--- src/rtl/mindfocus_engine.sv ---
// Memory game: shows a growing pseudo-random sequence of image indices and
// checks the button plays against it, in forward or reverse order.
module mindfocus_engine #(
  parameter int N_BOTOES     = 4,
  parameter int PROFUNDIDADE = 16,
  parameter int T_IMG        = 1000,
  parameter int T_JOGADA     = 5000,
  localparam int IW          = $clog2(N_BOTOES),
  localparam int AW          = $clog2(PROFUNDIDADE + 1)
) (
  input  logic                clock,
  input  logic                reset,
  input  logic                iniciar,
  input  logic                voltar,
  input  logic                modo,
  input  logic [N_BOTOES-1:0] botoes,
  output logic [IW-1:0]       indice,
  output logic                mostra,
  output logic                espera_jogada,
  output logic                pronto,
  output logic                ganhou,
  output logic                perdeu,
  output logic [AW-1:0]       acertos,
  output logic [AW-1:0]       rodada,
  output logic [3:0]          db_estado
);

  localparam int MW   = $clog2(PROFUNDIDADE);
  localparam int TMAX = (T_IMG > T_JOGADA) ? T_IMG : T_JOGADA;
  localparam int TW   = $clog2(TMAX + 1);

  typedef enum logic [3:0] {
    S_IDLE    = 4'd0,
    S_GERA    = 4'd1,
    S_MOSTRA  = 4'd2,
    S_ESPERA  = 4'd3,
    S_COMPARA = 4'd4,
    S_PROX    = 4'd5,
    S_GANHOU  = 4'd6,
    S_PERDEU  = 4'd7
  } state_t;

  state_t                state_q;
  logic [15:0]           lfsr_q;
  logic [15:0]           lfsr_d;
  logic [AW-1:0]         r_q;
  logic [AW-1:0]         k_q;
  logic [AW-1:0]         acertos_q;
  logic                  modo_q;
  logic [TW-1:0]         timer_q;
  logic [N_BOTOES-1:0]   btn_q;
  logic [N_BOTOES-1:0]   btn_prev_q;
  logic [N_BOTOES-1:0]   cap_q;
  logic [IW-1:0]         mem_q [PROFUNDIDADE];

  logic [MW-1:0]         k_idx;
  logic [MW-1:0]         gen_idx;
  logic [MW-1:0]         rev_idx;
  logic [IW-1:0]         exp_idx;
  logic                  correct;
  logic                  play;
  logic                  last_item;

  // Fibonacci form of x^16+x^14+x^13+x^11+1; a nonzero seed never reaches zero.
  assign lfsr_d = {lfsr_q[0] ^ lfsr_q[2] ^ lfsr_q[3] ^ lfsr_q[5], lfsr_q[15:1]};

  assign k_idx     = MW'(k_q);
  assign gen_idx   = MW'(r_q - AW'(1));
  assign rev_idx   = MW'(r_q - k_q - AW'(1));
  assign exp_idx   = modo_q ? mem_q[rev_idx] : mem_q[k_idx];
  assign correct   = (cap_q == (N_BOTOES'(1) << exp_idx));
  assign last_item = (k_q == r_q - AW'(1));

  // A play is the registered edge from all-released to any button held, so a
  // button already down when ESPERA starts has to be released first.
  assign play = (btn_prev_q == '0) && (btn_q != '0);

  assign mostra        = (state_q == S_MOSTRA) && (timer_q < TW'(T_IMG));
  assign indice        = mostra ? mem_q[k_idx] : '0;
  assign espera_jogada = (state_q == S_ESPERA);
  assign ganhou        = (state_q == S_GANHOU);
  assign perdeu        = (state_q == S_PERDEU);
  assign pronto        = ganhou | perdeu;
  assign acertos       = acertos_q;
  assign rodada        = r_q;
  assign db_estado     = state_q;

  always_ff @(posedge clock) begin
    if (state_q == S_GERA) mem_q[gen_idx] <= lfsr_q[IW-1:0];
  end

  always_ff @(posedge clock or posedge reset) begin
    if (reset) begin
      state_q    <= S_IDLE;
      lfsr_q     <= 16'hACE1;
      r_q        <= '0;
      k_q        <= '0;
      acertos_q  <= '0;
      modo_q     <= 1'b0;
      timer_q    <= '0;
      btn_q      <= '0;
      btn_prev_q <= '0;
      cap_q      <= '0;
    end else begin
      lfsr_q     <= lfsr_d;
      btn_q      <= botoes;
      btn_prev_q <= btn_q;
      if (voltar) begin
        state_q   <= S_IDLE;
        r_q       <= '0;
        k_q       <= '0;
        acertos_q <= '0;
        modo_q    <= 1'b0;
        timer_q   <= '0;
      end else begin
        case (state_q)
          S_IDLE, S_GANHOU, S_PERDEU: begin
            if (iniciar) begin
              acertos_q <= '0;
              r_q       <= AW'(1);
              k_q       <= '0;
              timer_q   <= '0;
              modo_q    <= modo;
              state_q   <= S_GERA;
            end
          end
          S_GERA: begin
            k_q     <= '0;
            timer_q <= '0;
            state_q <= S_MOSTRA;
          end
          S_MOSTRA: begin
            // timer == T_IMG is the blank cycle that separates items
            if (timer_q == TW'(T_IMG)) begin
              timer_q <= '0;
              if (last_item) begin
                k_q     <= '0;
                state_q <= S_ESPERA;
              end else begin
                k_q <= k_q + AW'(1);
              end
            end else begin
              timer_q <= timer_q + TW'(1);
            end
          end
          S_ESPERA: begin
            if (play) begin
              cap_q   <= btn_q;
              state_q <= S_COMPARA;
            end else if (timer_q == TW'(T_JOGADA - 1)) begin
              state_q <= S_PERDEU;
            end else begin
              timer_q <= timer_q + TW'(1);
            end
          end
          S_COMPARA: begin
            if (!correct) begin
              state_q <= S_PERDEU;
            end else if (last_item) begin
              state_q <= S_PROX;
            end else begin
              k_q     <= k_q + AW'(1);
              timer_q <= '0;
              state_q <= S_ESPERA;
            end
          end
          S_PROX: begin
            acertos_q <= acertos_q + AW'(1);
            if (r_q == AW'(PROFUNDIDADE)) begin
              state_q <= S_GANHOU;
            end else begin
              r_q     <= r_q + AW'(1);
              state_q <= S_GERA;
            end
          end
          default: state_q <= S_IDLE;
        endcase
      end
    end
  end

endmodule
--- config.mk ---
export PLATFORM = sky130hd
export DESIGN_NAME = mindfocus_engine
export DESIGN_NICKNAME = d
export VERILOG_FILES = /design/src/rtl/mindfocus_engine.sv
export SDC_FILE = /design/constraint.sdc
export NUM_CORES = 1
export LEC_CHECK = 0
export ABC_AREA = 1
export CAP_MARGIN = 30
export CORE_MARGIN = 2
export CORE_UTILIZATION = 56
export CTS_BUF_LIST = sky130_fd_sc_hd__clkbuf_4 sky130_fd_sc_hd__clkbuf_8
export CTS_CLUSTER_DIAMETER = 30
export DETAILED_ROUTE_END_ITERATION = 16
export HOLD_SLACK_MARGIN = 0.15
export PLACE_DENSITY = 0.87
export SETUP_SLACK_MARGIN = 0.4
export SLEW_MARGIN = 20
export SYNTH_ARGS = -nofsm -noshare
export SYNTH_HDL_FRONTEND = slang
export SYNTH_SLANG_ARGS = --single-unit
--- constraint.sdc ---
create_clock -name clock -period 2.8 [get_ports clock]
set_input_delay 0.42 -clock clock [delete_from_list [all_inputs] [get_ports clock]]
set_output_delay 0.42 -clock clock [all_outputs]
set_load 0.005 [all_outputs]
Word level (Yosys, flattened, before mapping) --
Memories as Yosys holds them, arrays and structs flattened. Cells that the tools add are included.
Cells by class: shifts and indexed selects 1, $lt $le $gt $ge 1, bitwise logic cells 5, reductions and logical operators 18, add/subtract/negate cells 7, div/mod/pow operators 0, multiply operators 0, equal/unequal tests 21, muxes and demuxes 38
Operators with widths (number):
- $mux W13 | 7
- $pmux W13 S5 | 1
- $mux W5 | 10
- $mux W4 | 6
- $pmux W4 S6 | 1
- $ne A3 B3 Y1 const B | 7
- $pmux W5 S2 | 2
- $pmux W5 S4 | 1
- $eq A4 B3 Y1 const B | 4
- $add A5 B1 Y5 const B | 3
- $add A13 B1 Y13 const B | 1
- $eq A13 B10 Y1 const B | 1
- $eq A13 B13 Y1 const B | 1
- $lt A13 B10 Y1 const B | 1
- $mux W3 | 3
- $eq A4 B2 Y1 const B | 2
- $logic_not A4 Y1 | 2
- $reduce_and A3 Y1 | 2
- $reduce_and A6 Y1 | 1
- $reduce_bool A6 Y1 | 1
- $eq A5 B5 Y1 | 1
- $eq A5 B5 Y1 const B | 1
- $mux W1 | 5
- $reduce_and A5 Y1 | 1
- other kinds (20) | 26
Word-level totals: memory bits (read-only) 0, output and inout bits 21, latch bits 0, word-level logic and storage cells 102, memories 1, bits of input ports 9, bits in registers 61, bits in writable memories 32
Memories:
- mem_q | words 16, width 2, rd ports 2, clocked after memory_dff 0, write ports 1, line 54 | logic [IW-1:0] mem_q [PROFUNDIDADE];

Depth between registers and ports, before layout --
An unclocked memory read counts as a cell.
word-level depth 9, gate-level depth with buffers 24, mapped depth without buffers 21

Worst setup path before layout --
OpenSTA, ideal clock, no wires.
path kind reg2reg, start point register k_q[0], end point register timer_q[3], required time 2683 ps, cell stages (with the launch flop) 24, library setup time 117 ps, period minus slack after synthesis 2900 ps, arrival 2783 ps, path slack -100 ps, path through dfrtp_1 > inv_2 > buf_6 > ha_1 > inv_1 > fa_1 > buf_4 > inv_1 > nand3_1 > nand2_1 > nand2_1 > nand3_1 > nand3_1 > nand2_2 > nand2_1 > nand2_1 > nand2_2 > nor2_4 > nand2_2 > nand2_2 > nand3_2 > buf_4 > nand2_1 > nand2_1
Between the ends: longest elaborated chain between the ends 8, elaborated cells between the ends (all ways) 10, those cells by class 2 x add/sub; 4 x eq/ne; 1 x shift; 1 x mux; 1 x reduce/logical; 1 x memory
Ends and longest elaborated chain:
- start: declaration | line 47 | logic [AW-1:0] k_q;
- start signal: assignment | line 140 | k_q <= k_q + AW'(1);
- start signal: assignment | line 162 | k_q <= k_q + AW'(1);
- $sub A4 B4 Y4 | line 69 | assign rev_idx = MW'(r_q - k_q - AW'(1));
- $sub A4 B1 Y4 | line 69
- $mem_v2 Z16 W2
- $mux W2 | line 70 | assign exp_idx = modo_q ? mem_q[rev_idx] : mem_q[k_idx];
- $shl A1 B2 Y4 | line 71 | assign correct = (cap_q == (N_BOTOES'(1) << exp_idx));
- $eq A4 B4 Y1 | line 71
- $ne A3 B3 Y1 (no source line)
- $reduce_and A6 Y1 (no source line) *
- end signal: assignment | line 143 | timer_q <= timer_q + TW'(1);
- end signal: assignment | line 153 | timer_q <= timer_q + TW'(1);
- end: declaration | line 50 | logic [TW-1:0] timer_q;
Mark *: on every way between the ends. The rest lies on a longest branch, timed or not. A chain may end at the register's enable or synchronous reset.

Worst setup path after layout --
start point register k_q[0], end point register k_q[0]
Between the ends: longest elaborated chain between the ends 8, elaborated cells between the ends (all ways) 17, those cells by class 3 x add/sub; 4 x eq/ne; 1 x shift; 7 x mux; 1 x reduce/logical; 1 x memory
Ends and longest elaborated chain (line):
- $sub A4 B4 Y4 | 69
- $sub A4 B1 Y4 | 69
- $mem_v2 Z16 W2
- $mux W2 | 70
- $shl A1 B2 Y4 | 71
- $eq A4 B4 Y1 | 71
- $ne A3 B3 Y1 (no source line)
- $reduce_and A5 Y1 (no source line)
Parallel ways exist; a longest one is shown, timed or not. The select of a mux whose other input is x is not followed.

==> results.py <==
metrics = {
    "power_and_ir_drop": {
        "p_clk_share_pct": 19.3,
        "finalPower_uw": 4540,
        "vdd_drop_max_mv": 0.603,
        "p_int_uw": 2570,
        "leakagePower_uw": 0.00277,
        "pwr-share-seq_pct": 33.5,
        "swShare_pct": 43.2,
        "p_per_area_nw_per_um2": 744,
        "combPwrFrac_pct": 47.2,
        "p_sw_uw": 1960,
    },
    "clock_network": {
        "cts_sinks": 92,
        "cts_root_buf": "clkbuf_8",
        "tritoncts": "yes",
        "clock_path_buffers": 2,
        "path_clk_slew_ns": 0.10,
        "cts_hold_buf": 0,
        "htreeDepth": 3,
        "clkLatencyLatePin_ns": 0.38,
        "cts_buffers": 9,
    },
    "routing": {
        "first_pass_iters": 6,
        "via_count": 4699,
        "routedWlPerCell_um": 16.6,
        "drc": 0,
        "drt_wl_total_um": 13500,
        "vias_per_cell": 5.79,
        "ant_nets": 0,
        "drt_iter0_drc": 503,
    },
    "timing": {
        "skew_ns": 0.0188,
        "post-route-period-util_pct": 103,
        "final_hold_viol_count": 0,
        "max_slew_margin_pct": 41.5,
        "timing.hold.ws_ns": 0.356,
        "finalWorstSetupSlack_ns": -0.0890,
        "slew_viol_final": 0,
        "grt_setup_unrepaired": "yes",
        "max_freq_mhz": 346,
        "setup_viol": 18,
        "worst_pin_slew_ns": 0.873,
        "fin_crit_ns": 2.89,
    },
    "synth": {
        "ys_seq_area_share_pct": 47.0,
        "synth.top_cells.by_count": "nand2_1, inv_1, nand3_1",
        "synthCells": 646,
        "synthMuxAreaShare_pct": 0,
        "syn-num-nets": 669,
        "syn_area_um2": 5260,
        "synthTopCellsByArea": "dfrtp_1, edfxtp_1, nand2_1",
        "synth_compound_area_share_pct": 4.97,
        "async_flop_share_pct": 65.2,
        "synth_top_area_cell": "dfrtp_1",
        "ys.flop_type": "dfrtp_1",
        "yosys.area_share.simple_pct": 33.0,
        "synth_most_common_cell": "nand2_1",
        "synth.distinct_cells": 50,
        "syn_avg_cell_area_um2": 8.15,
        "synth_top_area_share_pct": 24.7,
        "ys_ff_latch": 92,
        "yosys_warnings": 0,
        "synth_xor_area_share_pct": 2.33,
        "synth_top_family_by_area": "simple AND/OR/NAND/NOR gates",
        "synth_edf_count": 32,
        "synth-adder-area-share_pct": 3.47,
    },
    "critical_path": {
        "cp_cell_sequence": "inv_2 -> ha_4 -> inv_2 -> fa_1 -> buf_4 -> nand3_1 -> nand3_1 -> nand3_1 -> nand3_1 -> nand2_2 -> inv_2 -> nand2_2 -> nand2_2 -> nand2_2 -> nor2_4 -> nand2_2 -> nand2_4 -> buf_6 -> nand3_4 -> nand2_1 -> nand2_1",
        "crit_fanout": 6,
        "worstPathRequired_ns": 3.06,
        "critPathMaxStageDelay_ns": 0.51,
        "endpoint_kind": "flip-flop",
        "critPathSlowestCell": "fa_1",
        "critPathKind": "reg2reg",
        "crit_arrival_ns": 3.15,
        "cp-start-kind": "flip-flop",
        "worst_path_most_repeated_cell": "nand2_2",
    },
    "global_routing": {
        "grt_pass1_wl_um": 22000,
        "grt_pass1_vias": 4573,
        "grt_overflow": 0,
        "antenna_found_initial": 0,
        "track_usage_pct": 27.6,
        "grt_max_degree": 61,
    },
    "cells_and_area": {
        "antenna_cells": 0,
        "syn2layout_area_growth_pct": 15.8,
        "drive_gt1_share_pct": 16.7,
        "fin_area_um2": 6100,
        "fin_nets": 719,
        "fillers": 732,
    },
    "place": {
        "dpl.hpwl_um": 9420,
        "portBuffers": 28,
        "gp_congestion": 0.916,
        "place_area_um2": 5740,
    },
    "status": {
        "status": "complete, but fails checks",
        "violations": "negative setup slack",
    },
    "min_path": {
        "hp-class": "reg2reg",
    },
    "job": {
        "cap_violations": 0,
    },
    "floorplan": {
        "fp.dieH_um": 101,
        "num_io_pins": 30,
        "fp.dieW_um": 101,
        "core_um2": 9200,
        "start_util_pct": 57.2,
        "core.rowCount": 35,
        "die_area_um2": 10200,
    },
}
==> logic make-up (layout without fill, tap and decap cells) <==
family                   after synthesis  in the layout
AO/OA/AOI/OAI                         44             44
AND/OR/NAND/NOR                      382            383
buffers and inverters                 99            153
other                                  1              1
XOR/XNOR                              14             14
adder cells (fa/ha/maj)               14             14
flip-flops                            92             92
==> path summary, 6_finish.rpt <==
| kind | startpoint | endpoint | slack, ns | depth (start not counted) |
|---|---|---|---|---|
| max | k_q[0] | k_q[0] | -0.09 | 21 |
| min | lfsr_q[4] | lfsr_q[3] | 0.36 | 0 |
| max reg2reg | k_q[0] | k_q[0] | -0.09 | 21 |
| min reg2reg | lfsr_q[4] | lfsr_q[3] | 0.36 | 0 |
| max in group asynchronous | reset | timer_q[7] | 1.68 | 3 |
| min in group asynchronous | reset | db_estado[0] | 0.55 | 3 |
==> layout by cell type (no fill, tap or decap), types with 16 or more instances in the layout <==
cell type,count
dfrtp_1,50
nor2_1,50
nand3_1,60
nand2_2,22
clkdlybuf4s50_1,25
nor3_1,16
nand4_1,20
inv_1,67
edfxtp_1,32
a21oi_1,16
nand2_1,183
buf_4,26
==> critical path, delay by kind of cell, from the launching register on <==
family | cells | cell delay [ns]
adders and majority gates | 2 | 0.65
buffers and inverters | 5 | 0.49
and+or+nand+nor | 14 | 1.23
DFF | 1 | 0.41
==> routing by layer <==
layer	part of all wire (%)	wire [µm]	vias up	track usage, %
li1	-	-	2212	-
met1	41	5500	2218	37.1
met2	49	6570	227	45.2
met3	7.8	1050	42	5.13
met4	2.6	347	0	9.67
met5	0	0	-	0
==> sequential cells by signal, indices dropped and copies added (netlist names) <==
signal      cells
timer_q        13
db_estado       3
mem_q          32
lfsr_q         16
k_q             5
cap_q           4
acertos         5
btn_prev_q      4
rodada          5
btn_q           4
modo_q          1
==> cell type report <==
cell class,count,area [µm²],share of cell area [%]
inverter,78,308,5.05
tap,111,139,2.28
multi-input combinational,456,2430,39.9
clock buffer,9,124,2.03
sequential,92,2470,40.6
clock inverter,7,67.6,1.11
timing repair buffer,59,549,9.01
==> power by group through the flow <==
stage               sequential (µW)  clock [µW]  combinational [µW]
floorplan                      1550           0                1500
global placement               1540           0                1930
detailed placement             1540           0                1990
CTS                            1520         884                2090
global route                   1530         943                2340
finish                         1520         876                2140
==> metrics by stage <==
stage	util, %	setup TNS (ns)	setup slack [ns]	std cells
after floorplan	-	0	0.0775	646
after global routing	66.3	-4.55	-0.285	812
after global placement	62.4	-0.244	-0.0261	789
final	66.3	-0.867	-0.0890	812
after detailed placement	62.4	-1.39	-0.106	789
after CTS	65.9	-0.261	-0.0562	810
==> repair_timing <==
item / 4_1_cts / 5_1_grt
pin swaps: 5 / 5
resized for setup: 22 / 12
cloned: 2 / 0
setup endpoints to repair: 24 / 24
buffers inserted: 3 / 2
Note: power is estimated with default switching activity, not from simulation.
